--- src/rtl/uart_seq_pkg.sv ---
// Shared definitions for the UART Wishbone sequencer: UART register map,
// LSR bit positions, sequencer states and the init write table.
package uart_seq_pkg;

    localparam logic [7:0] RBR_THR = 8'd0;
    localparam logic [7:0] IER     = 8'd1;
    localparam logic [7:0] DLM     = 8'd1;
    localparam logic [7:0] FCR     = 8'd2;
    localparam logic [7:0] LCR     = 8'd3;
    localparam logic [7:0] LSR     = 8'd5;
    localparam logic [7:0] DLL     = 8'd0;

    localparam int DR_BIT   = 0;
    localparam int THRE_BIT = 5;

    localparam logic [2:0] INIT_LAST_STEP = 3'd5;

    typedef enum logic [2:0] {
        INIT,
        GAP,
        POLL,
        DECIDE,
        RD_RBR,
        WR_THR,
        ERR
    } seq_state_e;

    typedef struct packed {
        logic [7:0] adr;
        logic [7:0] dat;
    } reg_wr_t;

    // Init order: open divisor latch, load divisor, close latch, FIFOs, IRQs off.
    function automatic reg_wr_t init_write(input logic [2:0]  step,
                                           input logic [15:0] divisor,
                                           input logic [7:0]  lcr,
                                           input logic [7:0]  fcr);
        reg_wr_t w;
        case (step)
            3'd0:    w = '{adr: LCR, dat: 8'h80 | lcr};
            3'd1:    w = '{adr: DLL, dat: divisor[7:0]};
            3'd2:    w = '{adr: DLM, dat: divisor[15:8]};
            3'd3:    w = '{adr: LCR, dat: lcr};
            3'd4:    w = '{adr: FCR, dat: fcr};
            default: w = '{adr: IER, dat: 8'h00};
        endcase
        return w;
    endfunction

endpackage

--- src/rtl/uart_wb_access.sv ---
// Single-access Wishbone classic master engine with an ack timeout.
// Bus signals are registered; done/timeout are single-cycle strobes.
module uart_wb_access
    import uart_seq_pkg::*;
#(
    parameter int ADDR_W  = 5,
    parameter int TIMEOUT = 255
) (
    input  logic              clk_i,
    input  logic              rst_i,
    input  logic              start_i,
    input  logic              we_i,
    input  logic [ADDR_W-1:0] adr_i,
    input  logic [7:0]        wdat_i,
    output logic              done_o,
    output logic [7:0]        rdat_o,
    output logic              timeout_o,
    output logic              busy_o,
    output logic [ADDR_W-1:0] wbm_adr_o,
    output logic [7:0]        wbm_dat_o,
    input  logic [7:0]        wbm_dat_i,
    output logic              wbm_we_o,
    output logic              wbm_stb_o,
    output logic              wbm_cyc_o,
    output logic [3:0]        wbm_sel_o,
    input  logic              wbm_ack_i
);

    localparam logic [7:0] LAST_CNT = 8'(TIMEOUT - 1);

    logic              cyc_q;
    logic              we_q;
    logic [ADDR_W-1:0] adr_q;
    logic [7:0]        dat_q;
    logic [7:0]        cnt_q;
    logic              expire;

    // The cycle counted as LAST_CNT is the final one cyc may stay high unanswered.
    assign expire = cyc_q & ~wbm_ack_i & (cnt_q == LAST_CNT);

    always_ff @(posedge clk_i or posedge rst_i) begin
        if (rst_i) begin
            cyc_q <= 1'b0;
            we_q  <= 1'b0;
            adr_q <= '0;
            dat_q <= '0;
            cnt_q <= '0;
        end else if (!cyc_q) begin
            cnt_q <= '0;
            if (start_i) begin
                cyc_q <= 1'b1;
                we_q  <= we_i;
                adr_q <= adr_i;
                dat_q <= wdat_i;
            end
        end else if (wbm_ack_i || expire) begin
            cyc_q <= 1'b0;
            we_q  <= 1'b0;
            adr_q <= '0;
            dat_q <= '0;
            cnt_q <= '0;
        end else begin
            cnt_q <= cnt_q + 8'd1;
        end
    end

    assign done_o    = cyc_q & wbm_ack_i;
    assign timeout_o = expire;
    assign rdat_o    = wbm_dat_i;
    assign busy_o    = cyc_q;

    assign wbm_cyc_o = cyc_q;
    assign wbm_stb_o = cyc_q;
    assign wbm_we_o  = we_q;
    assign wbm_adr_o = adr_q;
    assign wbm_dat_o = dat_q;
    assign wbm_sel_o = {3'b000, cyc_q};

endmodule

--- src/rtl/uart_wb_sequencer.sv ---
// Wishbone master for uart_top: programs the UART after reset, then polls
// LSR and moves bytes between the tx/rx streams and THR/RBR.
module uart_wb_sequencer
    import uart_seq_pkg::*;
#(
    parameter int          ADDR_W   = 5,
    parameter logic [15:0] DIVISOR  = 16'd27,
    parameter logic [7:0]  LCR_VAL  = 8'h03,
    parameter logic [7:0]  FCR_VAL  = 8'hC7,
    parameter int          TIMEOUT  = 255,
    parameter int          POLL_GAP = 15
) (
    input  logic              wb_clk_i,
    input  logic              wb_rst_i,
    output logic [ADDR_W-1:0] wbm_adr_o,
    output logic [7:0]        wbm_dat_o,
    input  logic [7:0]        wbm_dat_i,
    output logic              wbm_we_o,
    output logic              wbm_stb_o,
    output logic              wbm_cyc_o,
    output logic [3:0]        wbm_sel_o,
    input  logic              wbm_ack_i,
    input  logic [7:0]        tx_data,
    input  logic              tx_valid,
    output logic              tx_ready,
    output logic [7:0]        rx_data,
    output logic              rx_valid,
    input  logic              rx_ready,
    output logic              init_done,
    output logic              bus_err
);

    localparam logic [7:0] GAP_LAST = 8'(POLL_GAP - 1);

    seq_state_e state_q;
    logic [2:0] step_q;
    logic [7:0] gap_q;
    logic       dr_q;
    logic       thre_q;
    logic       last_rx_q;
    logic       rx_valid_q;
    logic [7:0] rx_data_q;
    logic       init_done_q;
    logic       bus_err_q;

    logic              acc_start;
    logic              acc_we;
    logic [ADDR_W-1:0] acc_adr;
    logic [7:0]        acc_wdat;
    logic              acc_done;
    logic [7:0]        acc_rdat;
    logic              acc_timeout;
    logic              acc_busy;

    reg_wr_t iw;
    logic    rx_elig;
    logic    tx_elig;

    assign iw      = init_write(step_q, DIVISOR, LCR_VAL, FCR_VAL);
    assign rx_elig = dr_q & ~rx_valid_q;
    assign tx_elig = thre_q & tx_valid;

    // Each access state requests exactly one access: start is only offered while the engine is idle.
    always_comb begin
        acc_start = 1'b0;
        acc_we    = 1'b0;
        acc_adr   = '0;
        acc_wdat  = '0;
        case (state_q)
            INIT: begin
                acc_start = ~acc_busy;
                acc_we    = 1'b1;
                acc_adr   = ADDR_W'(iw.adr);
                acc_wdat  = iw.dat;
            end
            POLL: begin
                acc_start = ~acc_busy;
                acc_adr   = ADDR_W'(LSR);
            end
            RD_RBR: begin
                acc_start = ~acc_busy;
                acc_adr   = ADDR_W'(RBR_THR);
            end
            WR_THR: begin
                acc_start = ~acc_busy;
                acc_we    = 1'b1;
                acc_adr   = ADDR_W'(RBR_THR);
                acc_wdat  = tx_data;
            end
            default: ;
        endcase
    end

    uart_wb_access #(
        .ADDR_W  (ADDR_W),
        .TIMEOUT (TIMEOUT)
    ) u_access (
        .clk_i     (wb_clk_i),
        .rst_i     (wb_rst_i),
        .start_i   (acc_start),
        .we_i      (acc_we),
        .adr_i     (acc_adr),
        .wdat_i    (acc_wdat),
        .done_o    (acc_done),
        .rdat_o    (acc_rdat),
        .timeout_o (acc_timeout),
        .busy_o    (acc_busy),
        .wbm_adr_o (wbm_adr_o),
        .wbm_dat_o (wbm_dat_o),
        .wbm_dat_i (wbm_dat_i),
        .wbm_we_o  (wbm_we_o),
        .wbm_stb_o (wbm_stb_o),
        .wbm_cyc_o (wbm_cyc_o),
        .wbm_sel_o (wbm_sel_o),
        .wbm_ack_i (wbm_ack_i)
    );

    always_ff @(posedge wb_clk_i or posedge wb_rst_i) begin
        if (wb_rst_i) begin
            state_q     <= INIT;
            step_q      <= '0;
            gap_q       <= '0;
            dr_q        <= 1'b0;
            thre_q      <= 1'b0;
            last_rx_q   <= 1'b0;
            rx_valid_q  <= 1'b0;
            rx_data_q   <= '0;
            init_done_q <= 1'b0;
            bus_err_q   <= 1'b0;
        end else begin
            if (rx_valid_q && rx_ready) begin
                rx_valid_q <= 1'b0;
            end
            if (acc_timeout) begin
                bus_err_q <= 1'b1;
                state_q   <= ERR;
            end else begin
                case (state_q)
                    INIT: begin
                        if (acc_done) begin
                            if (step_q == INIT_LAST_STEP) begin
                                init_done_q <= 1'b1;
                                state_q     <= GAP;
                            end else begin
                                step_q <= step_q + 3'd1;
                            end
                        end
                    end
                    GAP: begin
                        if (gap_q == GAP_LAST) begin
                            gap_q   <= '0;
                            state_q <= POLL;
                        end else begin
                            gap_q <= gap_q + 8'd1;
                        end
                    end
                    POLL: begin
                        if (acc_done) begin
                            dr_q    <= acc_rdat[DR_BIT];
                            thre_q  <= acc_rdat[THRE_BIT];
                            state_q <= DECIDE;
                        end
                    end
                    DECIDE: begin
                        // On contention, serve whichever direction was not served last.
                        if (rx_elig && (!tx_elig || !last_rx_q)) begin
                            state_q <= RD_RBR;
                        end else if (tx_elig) begin
                            state_q <= WR_THR;
                        end else begin
                            state_q <= GAP;
                        end
                    end
                    RD_RBR: begin
                        if (acc_done) begin
                            rx_data_q  <= acc_rdat;
                            rx_valid_q <= 1'b1;
                            last_rx_q  <= 1'b1;
                            state_q    <= GAP;
                        end
                    end
                    WR_THR: begin
                        if (acc_done) begin
                            last_rx_q <= 1'b0;
                            state_q   <= GAP;
                        end
                    end
                    default: state_q <= ERR;
                endcase
            end
        end
    end

    assign tx_ready  = (state_q == WR_THR) & acc_done;
    assign rx_data   = rx_data_q;
    assign rx_valid  = rx_valid_q;
    assign init_done = init_done_q;
    assign bus_err   = bus_err_q;

endmodule

--- config.mk ---
export PLATFORM = sky130hd
export DESIGN_NAME = uart_wb_sequencer
export DESIGN_NICKNAME = d
export VERILOG_FILES = /design/src/rtl/uart_seq_pkg.sv /design/src/rtl/uart_wb_access.sv /design/src/rtl/uart_wb_sequencer.sv
export SDC_FILE = /design/constraint.sdc
export NUM_CORES = 1
export LEC_CHECK = 0
export ABC_AREA = 1
export BUFFER_PORTS_ARGS = -buffer_cell sky130_fd_sc_hd__buf_2
export CAP_MARGIN = 0
export CORE_MARGIN = 2
export CORE_UTILIZATION = 49
export CTS_CLUSTER_DIAMETER = 120
export CTS_CLUSTER_SIZE = 10
export DETAILED_ROUTE_END_ITERATION = 12
export GPL_ROUTABILITY_DRIVEN = 0
export PLACE_DENSITY_LB_ADDON = 0.25
export SLEW_MARGIN = 20
export SYNTH_ARGS = -nofsm -noshare
export SYNTH_HDL_FRONTEND = slang
export SYNTH_SLANG_ARGS = --single-unit
--- constraint.sdc ---
create_clock -name wb_clk_i -period 1.6 [get_ports wb_clk_i]
set_clock_uncertainty 0.05 [all_clocks]
set_input_delay 0.48 -clock wb_clk_i [delete_from_list [all_inputs] [get_ports wb_clk_i]]
set_output_delay 0.48 -clock wb_clk_i [all_outputs]
set_load 0.01 [all_outputs]
# Word-level counts from Yosys, hierarchy flattened
# Index checks and enable logic that the tools add are counted.
[totals]
register_bits = 51
input_bits = 21
output_inout_bits = 32
word_cells = 105
[classes]
addsub = 3
eq_ne = 19
muxes = 36
n_bitwise = 11
reduce_logical = 21
[op_table]
columns = ["operator", "count"]
rows = [
  ["$mux 8", 6],
  ["$pmux 10 s4", 1],
  ["$mux 3", 8],
  ["$add 8x1->8 const B", 2],
  ["$pmux 8 s2", 1],
  ["$mux 5", 3],
  ["$pmux 3 s5", 1],
  ["$mux 1", 14],
  ["$eq 3x3->1 const B", 4],
  ["$ne 3x2->1 const B", 4],
  ["$reduce_and 4->1", 3],
  ["$pmux 5 s2", 1],
  ["$eq 3x2->1 const B", 3],
  ["$eq 8x4->1 const B", 1],
  ["$eq 8x8->1 const B", 1],
  ["$and 1x1->1", 6],
  ["$eq 3x1->1 const B", 2],
  ["$logic_not 3->1", 2],
  ["$ne 2x2->1 const B", 3],
  ["$reduce_and 3->1", 2],
  ["$not 1->1", 5],
  ["$reduce_and 5->1", 1],
  ["$reduce_and 2->1", 2],
  ["$reduce_bool 2->1", 2],
  ["8 further kinds", 12],
]

# Depth between registers and ports, before layout
# Gate-level depths: netlist (run 1).
[depth]
ltp_word = 7
mapped_depth = 10
depth_no_buf = 9

# Cells and area by module
# Synthesis (run 1) repeated with hierarchy kept, for this count alone.
[unflattened]
cells_unflattened = 335
hier_area_um2 = 2726.4
[by_module_without_submodules]
columns = ["mod", "instances", "cells_per_inst", "area_per_inst_um2", "seq_area_each_um2"]
rows = [
  ["uart_wb_sequencer", 1, 201, 1582.8, 700.7],
  ["uart_wb_access", 1, 134, 1143.6, 575.6],
]

# Worst setup path after synthesis (run 1)
# No wires, ideal clock.
[synth_timing]
path_type = "register to output"
startpoint = "reg u_access.cyc_q (netlist: u_access.busy_o)"
endpoint = "out tx_ready"
arrival_ns = 0.938
required_ns = 1.070
path_slack_ns = 0.132
path_stages_with_launch = 3
path_buffers = 0
path_cell_list = "dfrtp_1 > nand2_2 > nor3_1"
[synth_via]
elab_chain_cells = 2
[synth_rtl]
columns = ["item", "line", "source"]
rows = [
  ["from (decl)", "uart_wb_access.sv:31", "logic cyc_q;"],
  ["from (signal assigned)", "uart_wb_access.sv:43", "cyc_q <= 1'b0;"],
  ["from (signal assigned)", "uart_wb_access.sv:51", "cyc_q <= 1'b1;"],
  ["from (signal assigned)", "uart_wb_access.sv:57", "cyc_q <= 1'b0;"],
  ["$and 1x1->1", "uart_wb_access.sv:67", "assign done_o = cyc_q & wbm_ack_i;"],
  ["$and 1x1->1", "uart_wb_sequencer.sv:194", "assign tx_ready = (state_q == WR_THR) & acc_done;"],
  ["to (decl)", "uart_wb_sequencer.sv:25", "output logic tx_ready,"],
]
# Every way passes these cells.

# Worst setup path after layout (run 1)
[layout_timing]
startpoint = "reg state_q[1]"
endpoint = "out tx_ready"
[layout_via]
elab_chain_cells = 2
[layout_rtl]
columns = ["item", "line", "source"]
rows = [
  ["from (decl)", "uart_wb_sequencer.sv:35", "seq_state_e state_q;"],
  ["from (signal assigned)", "uart_wb_sequencer.sv:120", "state_q <= INIT;"],
  ["from (signal assigned)", "uart_wb_sequencer.sv:136", "state_q <= ERR;"],
  ["from (signal assigned)", "uart_wb_sequencer.sv:143", "state_q <= GAP;"],
  ["$eq 3x3->1", "uart_wb_sequencer.sv:194", ""],
  ["$and 1x1->1", "uart_wb_sequencer.sv:194", ""],
]
# Every way passes these cells.

==> results of run 1 <==
synth_stat cells (2+ instances only):
| cell | number | share of area, % |
|---|---|---|
| nand3_2 | 11 | 4.3 |
| a21oi_1 | 5 | 0.98 |
| xnor2_1 | 3 | 1.0 |
| nand2_2 | 3 | 0.73 |
| buf_6 | 4 | 1.8 |
| mux2_4 | 4 | 2.3 |
| o21ai_0 | 19 | 3.7 |
| nand3_4 | 2 | 1.4 |
| nor3_1 | 2 | 0.39 |
| nor2_2 | 3 | 0.73 |
| nand2_1 | 67 | 9.8 |
| nand4_1 | 4 | 0.98 |
| mux2_2 | 2 | 0.88 |
| ha_1 | 8 | 3.9 |
| o22ai_1 | 3 | 0.73 |
| nor2_1 | 22 | 3.2 |
| inv_1 | 25 | 3.7 |
| inv_2 | 7 | 1.0 |
| dfrtp_1 | 49 | 48 |
| buf_4 | 7 | 2.1 |
| xor2_1 | 8 | 2.7 |
| nand3_1 | 17 | 3.3 |
cell families (layout without fill, tap and decap cells):
kind of cell               Yosys count  count (layout)  share of synthesized area [%]
other                                1               5                          0.147
muxes                                6               6                           3.23
xor gates and xnor gates            11              11                           3.77
AOI/OAI and AO/OA                   30              30                           6.41
and+or+nand+nor                    133             134                           25.7
DFF                                 49              49                           47.9
buffers and inverters               45             107                           8.85
adders and majority gates            8               8                           3.91
final cells by class:
class,instances,area share (%)
Clock buffer,7,3.09
Clock inverter,1,0.161
Inverter,33,4.14
Multi-Input combinational cell,194,37.8
Sequential cell,49,39.4
Tap cell,70,2.81
Timing Repair Buffer,66,12.5
flip-flops by register name, indices dropped and copies added, names as in the netlist, 3 cells and up:
register,flops
rx_data,8
state_q,3
u_access.cnt_q,8
gap_q,8
step_q,3
u_access.wbm_dat_o,8
u_access.wbm_adr_o,3
what timing repair did:
action | in CTS | in global routing
gates cloned | 0 | 1
buffers inserted | 5 | 4
setup endpoints to repair | 2 | 19
resized for setup | 5 | 9
pin swaps | 2 | 2
worst max-delay path, delay by kind of cell, from the launching register on:
| kind | cells | cell delay [ps] |
|---|---|---|
| and+or+nand+nor | 2 | 160 |
| buffers and inverters | 2 | 230 |
| DFF | 1 | 420 |
metrics by stage:
step	power, mW	instance area, sq um
2_1_floorplan	1.32	2580
3_3_place_gp	1.36	2890
3_5_place_dp	1.36	2890
4_1_cts	2.15	3040
5_1_grt	2.21	3110
6_report	2.13	3110
layout by cell type (no fill, tap or decap), drive strengths merged, types with 4 or more instances in the layout:
| master | netlist | routed |
|---|---|---|
| mux2 | 6 | 6 |
| a21oi | 5 | 5 |
| ha | 8 | 8 |
| clkbuf | 1 | 7 |
| inv | 32 | 31 |
| nand3 | 30 | 31 |
| xor2 | 8 | 8 |
| buf | 11 | 66 |
| conb | 1 | 5 |
| o21ai | 19 | 19 |
| nand4 | 4 | 4 |
| nor2 | 26 | 26 |
| dfrtp | 49 | 49 |
| nand2 | 70 | 70 |
metal layers:
metal  GRT usage, %  up-vias  routed length (microns)
met3           3.67        9                      188
li1               -     1034                        -
met5              0        -                        0
met1           23.2      985                     2360
met2           28.2       43                     2450
met4           6.55        0                       71
report_power, final:
group          total [mW]  internal [mW]  switching, mW
Clock               0.794          0.391          0.403
Combinational      0.0847         0.0337         0.0511
Sequential           1.25           1.25        0.00518
how the worst min path moves through the flow:
| stage | end | slack, ps | cells after the start |
|---|---|---|---|
| after floorplan | dr_q$_DFFE_PP0P_ | 400 | 2 |
| after global placement | bus_err$_DFFE_PP0P_ | 400 | 2 |
| after detailed placement | init_done$_DFFE_PP0P_ | 400 | 1 |
| after CTS | u_access.cnt_q[5]$_DFF_PP0_ | 190 | 3 |
| after global routing | u_access.cnt_q[5]$_DFF_PP0_ | 210 | 3 |
| final | u_access.cnt_q[5]$_DFF_PP0_ | 180 | 3 |
==> impl_metrics.csv, run 1 <==
group,metric,value,unit
clock_network,cts_tree,"yes",
logic_synthesis,synth_seq_cells,49,
layout,nNetsFinal,378,
layout,fin_util,61.3,%
placement,place_hpwl,3550,microns
critical_path,worstPathMaxFanout,3,
critical_path,slowest_delay,420,ps
critical_path,worst_setup_path_start_kind,"flop",
sta,setup_ws,-44.4,ps
clock_network,clk_pin_slew,90,ps
sta,rsz0062_at_grt,"true",
critical_path,cp_cell_sequence,"inv_2 -> nand2_4 -> nor3_2 -> buf_2",
layout,syn2layout_area_growth,21.7,%
logic_synthesis,synth_area_per_cell,9.04,sq um
clock_network,cts_buffers,5,
detailed_routing,drt_first_pass_iters,4,
layout,drive_gt1_share,34.6,%
floorplanning,num_rows,26,
min_path,hp-class,"in2async",
clock_network,clk_latency,300,ps
power_and_ir_drop,power.static_leakage,1.66,nW
sta,finalSetupTns,-44.4,ps
sta,max_freq,608,MHz
logic_synthesis,syn-cell-area,0.00256,sq mm
power_and_ir_drop,ir_drop,0.601,mV
clock_network,h-tree-depth,2,
logic_synthesis,async_flop_share,100,%
logic_synthesis,ys_warn_count,0,
grt,grt_max_degree,50,
grt,grt_antenna_before_repair,0,
sta,finalSetupViolCount,1,
grt,track_usage,17.4,%
clock_network,cts.sinks,49,
floorplanning,design.core.area,0.00507,sq mm
detailed_routing,vias,2071,
layout,num-fill-cells,459,
job,drv_cap,0,
critical_path,r2r-end,"rx_data[3]$_DFFE_PP0P_",
layout,diodes,0,
status,outcome,"finished, violations left",
critical_path,arrival,1110,ps
placement,io_buffer_count,47,
critical_path,crit_path_end,"tx_ready",
logic_synthesis,synth_cell_types,30,
placement,placed_cells,402,
logic_synthesis,synth_cells,283,
clock_network,cts_max_path_buffers,2,
status,violations,"negative setup slack",
logic_synthesis,synth_edf_count,0,
sta,period_minus_slack,1640,ps
critical_path,timing.rr.start,"state_q[1]$_DFFE_PP0P_",
sta,holdWs,181,ps
grt,grt_overflow_total,0,
sta,slew_viol_final,0,
power_and_ir_drop,cellPowerDensity,684,mW/mm^2
detailed_routing,drt-wirelength-per-cell,12.1,microns
clock_network,holdBufCountCts,0,
critical_path,required,1070,ps
critical_path,worst-setup-path-type,"reg2out",
grt,grt_pass1_wl,8210,microns
layout,final-instance-count-excl-fill,420,
detailed_routing,vias_per_cell,4.93,
floorplanning,dieWidth,76.2,microns
grt,grt_pass1_vias,1852,
sta,hold_viol,0,
critical_path,r2r_cells,7,
floorplanning,die_h,76.2,microns
logic_synthesis,dominantRegCellSynth,"dfrtp_1",
critical_path,end_kind,"primary output",
sta,min_period_over_period,103,%
floorplanning,dieArea,0.00581,sq mm
logic_synthesis,seq_area_frac_synth,47.9,%
floorplanning,initial_core_util,50.4,%
clock_network,cts_root_buffer,"clkbuf_8",
placement,pre_cts_ws,18.8,ps
layout,multiInputGateArea,0.00118,sq mm
detailed_routing,routed_wl,5070,microns
detailed_routing,ant_nets,0,
critical_path,startpoint,"state_q[1]$_DFFE_PP0P_",
critical_path,r2r_slack,50,ps
critical_path,critPathSlowestCell,"dfrtp_2",
detailed_routing,drtIter0Drc,114,
detailed_routing,drc,0,
floorplanning,io_pins,53,
layout,regArea,0.00123,sq mm
No activity file was read; power rests on OpenSTA's default activity.
==> run 2, diff against run 1 <==
--- a/config.mk
+++ b/config.mk
@@ -9,7 +9,7 @@
 export BUFFER_PORTS_ARGS = -buffer_cell sky130_fd_sc_hd__buf_2
 export CAP_MARGIN = 0
 export CORE_MARGIN = 2
-export CORE_UTILIZATION = 49
+export CORE_UTILIZATION = 59
 export CTS_CLUSTER_DIAMETER = 120
 export CTS_CLUSTER_SIZE = 10
 export DETAILED_ROUTE_END_ITERATION = 12
==> constraint.sdc (replaced) <==
create_clock -name wb_clk_i -period 2.1 [get_ports wb_clk_i]
set_clock_uncertainty 0.05 [all_clocks]
set_input_delay 0.63 -clock wb_clk_i [delete_from_list [all_inputs] [get_ports wb_clk_i]]
set_output_delay 0.63 -clock wb_clk_i [all_outputs]
set_load 0.01 [all_outputs]
==> impl_metrics.csv, run 2 (synthesis results as in run 1) <==
group,metric,value,unit
layout,nNetsFinal,361,
grt,grt_overflow_total,0,
critical_path,required,1420,ps
sta,hold_viol,0,
grt,grt_max_degree,50,
floorplanning,design.core.area,0.00409,sq mm
critical_path,end_kind,"primary output",
detailed_routing,drtIter0Drc,69,
clock_network,clk_latency,310,ps
power_and_ir_drop,finalPower,1.71,mW
clock_network,cts_tree,"yes",
layout,drive_gt1_share,28.8,%
sta,max_freq,503,MHz
detailed_routing,drt_first_pass_iters,4,
sta,slew_viol_final,0,
critical_path,arrival,1310,ps
clock_network,holdBufCountCts,0,
floorplanning,dieArea,0.00488,sq mm
sta,min_period_over_period,94.7,%
critical_path,slowest_delay,460,ps
layout,diodes,0,
grt,grt_pass1_vias,1858,
clock_network,cts.sinks,49,
grt,track_usage,20.9,%
layout,layout_common_cells,"nand2_1 (67), dfrtp_1 (48), buf_2 (47)",
critical_path,worst-setup-path-type,"reg2out",
floorplanning,dieWidth,69.8,microns
layout,syn2layout_area_growth,14.2,%
clock_network,cts_max_path_buffers,2,
grt,grt_antenna_before_repair,0,
power_and_ir_drop,ir_drop,0.363,mV
sta,rsz0062_at_grt,"false",
sta,finalSetupViolCount,0,
clock_network,h-tree-depth,2,
grt,grt_pass1_wl,8220,microns
clock_network,cts_buffers,5,
floorplanning,die_h,69.8,microns
sta,period_minus_slack,1990,ps
placement,place_hpwl,3530,microns
detailed_routing,routed_wl,4830,microns
floorplanning,io_pins,53,
critical_path,worst_setup_path_start_kind,"flop",
power_and_ir_drop,power.static_leakage,1.59,nW
critical_path,critPathSlowestCell,"dfrtp_2",
clock_network,ctsResizeCount,0,
clock_network,cts_root_buffer,"clkbuf_8",
power_and_ir_drop,cellPowerDensity,584,mW/mm^2
clock_network,clk_pin_slew,90,ps
floorplanning,num_rows,23,
min_path,hp-class,"in2async",
clock_network,post_cts_buffers,0,
sta,finalSetupTns,0,ps
detailed_routing,vias,1982,
critical_path,worstPathMaxFanout,5,
layout,layout_commonest_cell,"nand2_1",
critical_path,cp_cell_sequence,"inv_2 -> nand2_1 -> nor3_1 -> buf_2",
detailed_routing,vias_per_cell,5.17,
status,outcome,"completed",
placement,io_buffer_count,47,
layout,num-fill-cells,332,
detailed_routing,drt-wirelength-per-cell,12.6,microns
floorplanning,initial_core_util,62.6,%
detailed_routing,ant_nets,0,
detailed_routing,drc,0,
job,drv_cap,0,
[run 2: final timing paths]
check                      cells after the start                     end                        start  slack [ps]
setup / recovery                               4                tx_ready       state_q[1]$_DFFE_PP0P_         110
max in group asynchronous                      3  state_q[1]$_DFFE_PP0P_                     wb_rst_i        1470
hold / removal                                 3    gap_q[6]$_DFFE_PP0P_                     wb_rst_i         280
setup reg to reg                               9    gap_q[5]$_DFFE_PP0P_  u_access.cnt_q[0]$_DFF_PP0_         370
hold reg to reg                                1   init_done$_DFFE_PP0P_        init_done$_DFFE_PP0P_         420
min in group wb_clk_i                          1   init_done$_DFFE_PP0P_        init_done$_DFFE_PP0P_         420
[run 2: metal layers]
| layer | share of wire (%) | global-route usage [%] | up-vias |
|---|---|---|---|
| li1 | - | - | 987 |
| met1 | 47 | 28.5 | 958 |
| met2 | 49 | 33.2 | 33 |
| met3 | 3.5 | 5.52 | 4 |
| met4 | 0.77 | 5.77 | 0 |
| met5 | 0 | 0 | - |
[run 2: layout make-up]
| class | instances | area [sq um] | area share, % |
|---|---|---|---|
| Clock buffer | 5 | 68.8 | 2.36 |
| Clock inverter | 3 | 46.3 | 1.59 |
| Inverter | 33 | 125 | 4.28 |
| Multi-Input combinational cell | 193 | 1120 | 38.3 |
| Sequential cell | 49 | 1230 | 42.0 |
| Tap cell | 50 | 62.6 | 2.14 |
| Timing Repair Buffer | 50 | 270 | 9.25 |
[run 2: report_power, final]
part | switching, mW | internal (mW) | leakage (nW)
combinational | 0.0376 | 0.0254 | 0.913
sequential | 0.00448 | 0.949 | 0.622
clock | 0.333 | 0.357 | 0.0543
total | 0.375 | 1.33 | 1.59
[run 2: stage by stage]
step	hold slack [ps]	cells	instance area (sq um)	worst slack [ps]	util, %
after floorplan	403	287	2570	247	-
after global placement	397	375	2800	240	68.6
after detailed placement	404	375	2800	265	68.6
after CTS	302	383	2920	89.0	71.4
after global routing	311	383	2920	22.6	71.5
final	282	383	2920	111	71.5
[run 2: worst max-delay path: cells and delay by family, from the launching register on]
family / cells / cell delay, ps
buffers and inverters: 2 / 250
and+or+nand+nor: 2 / 290
DFF: 1 / 460
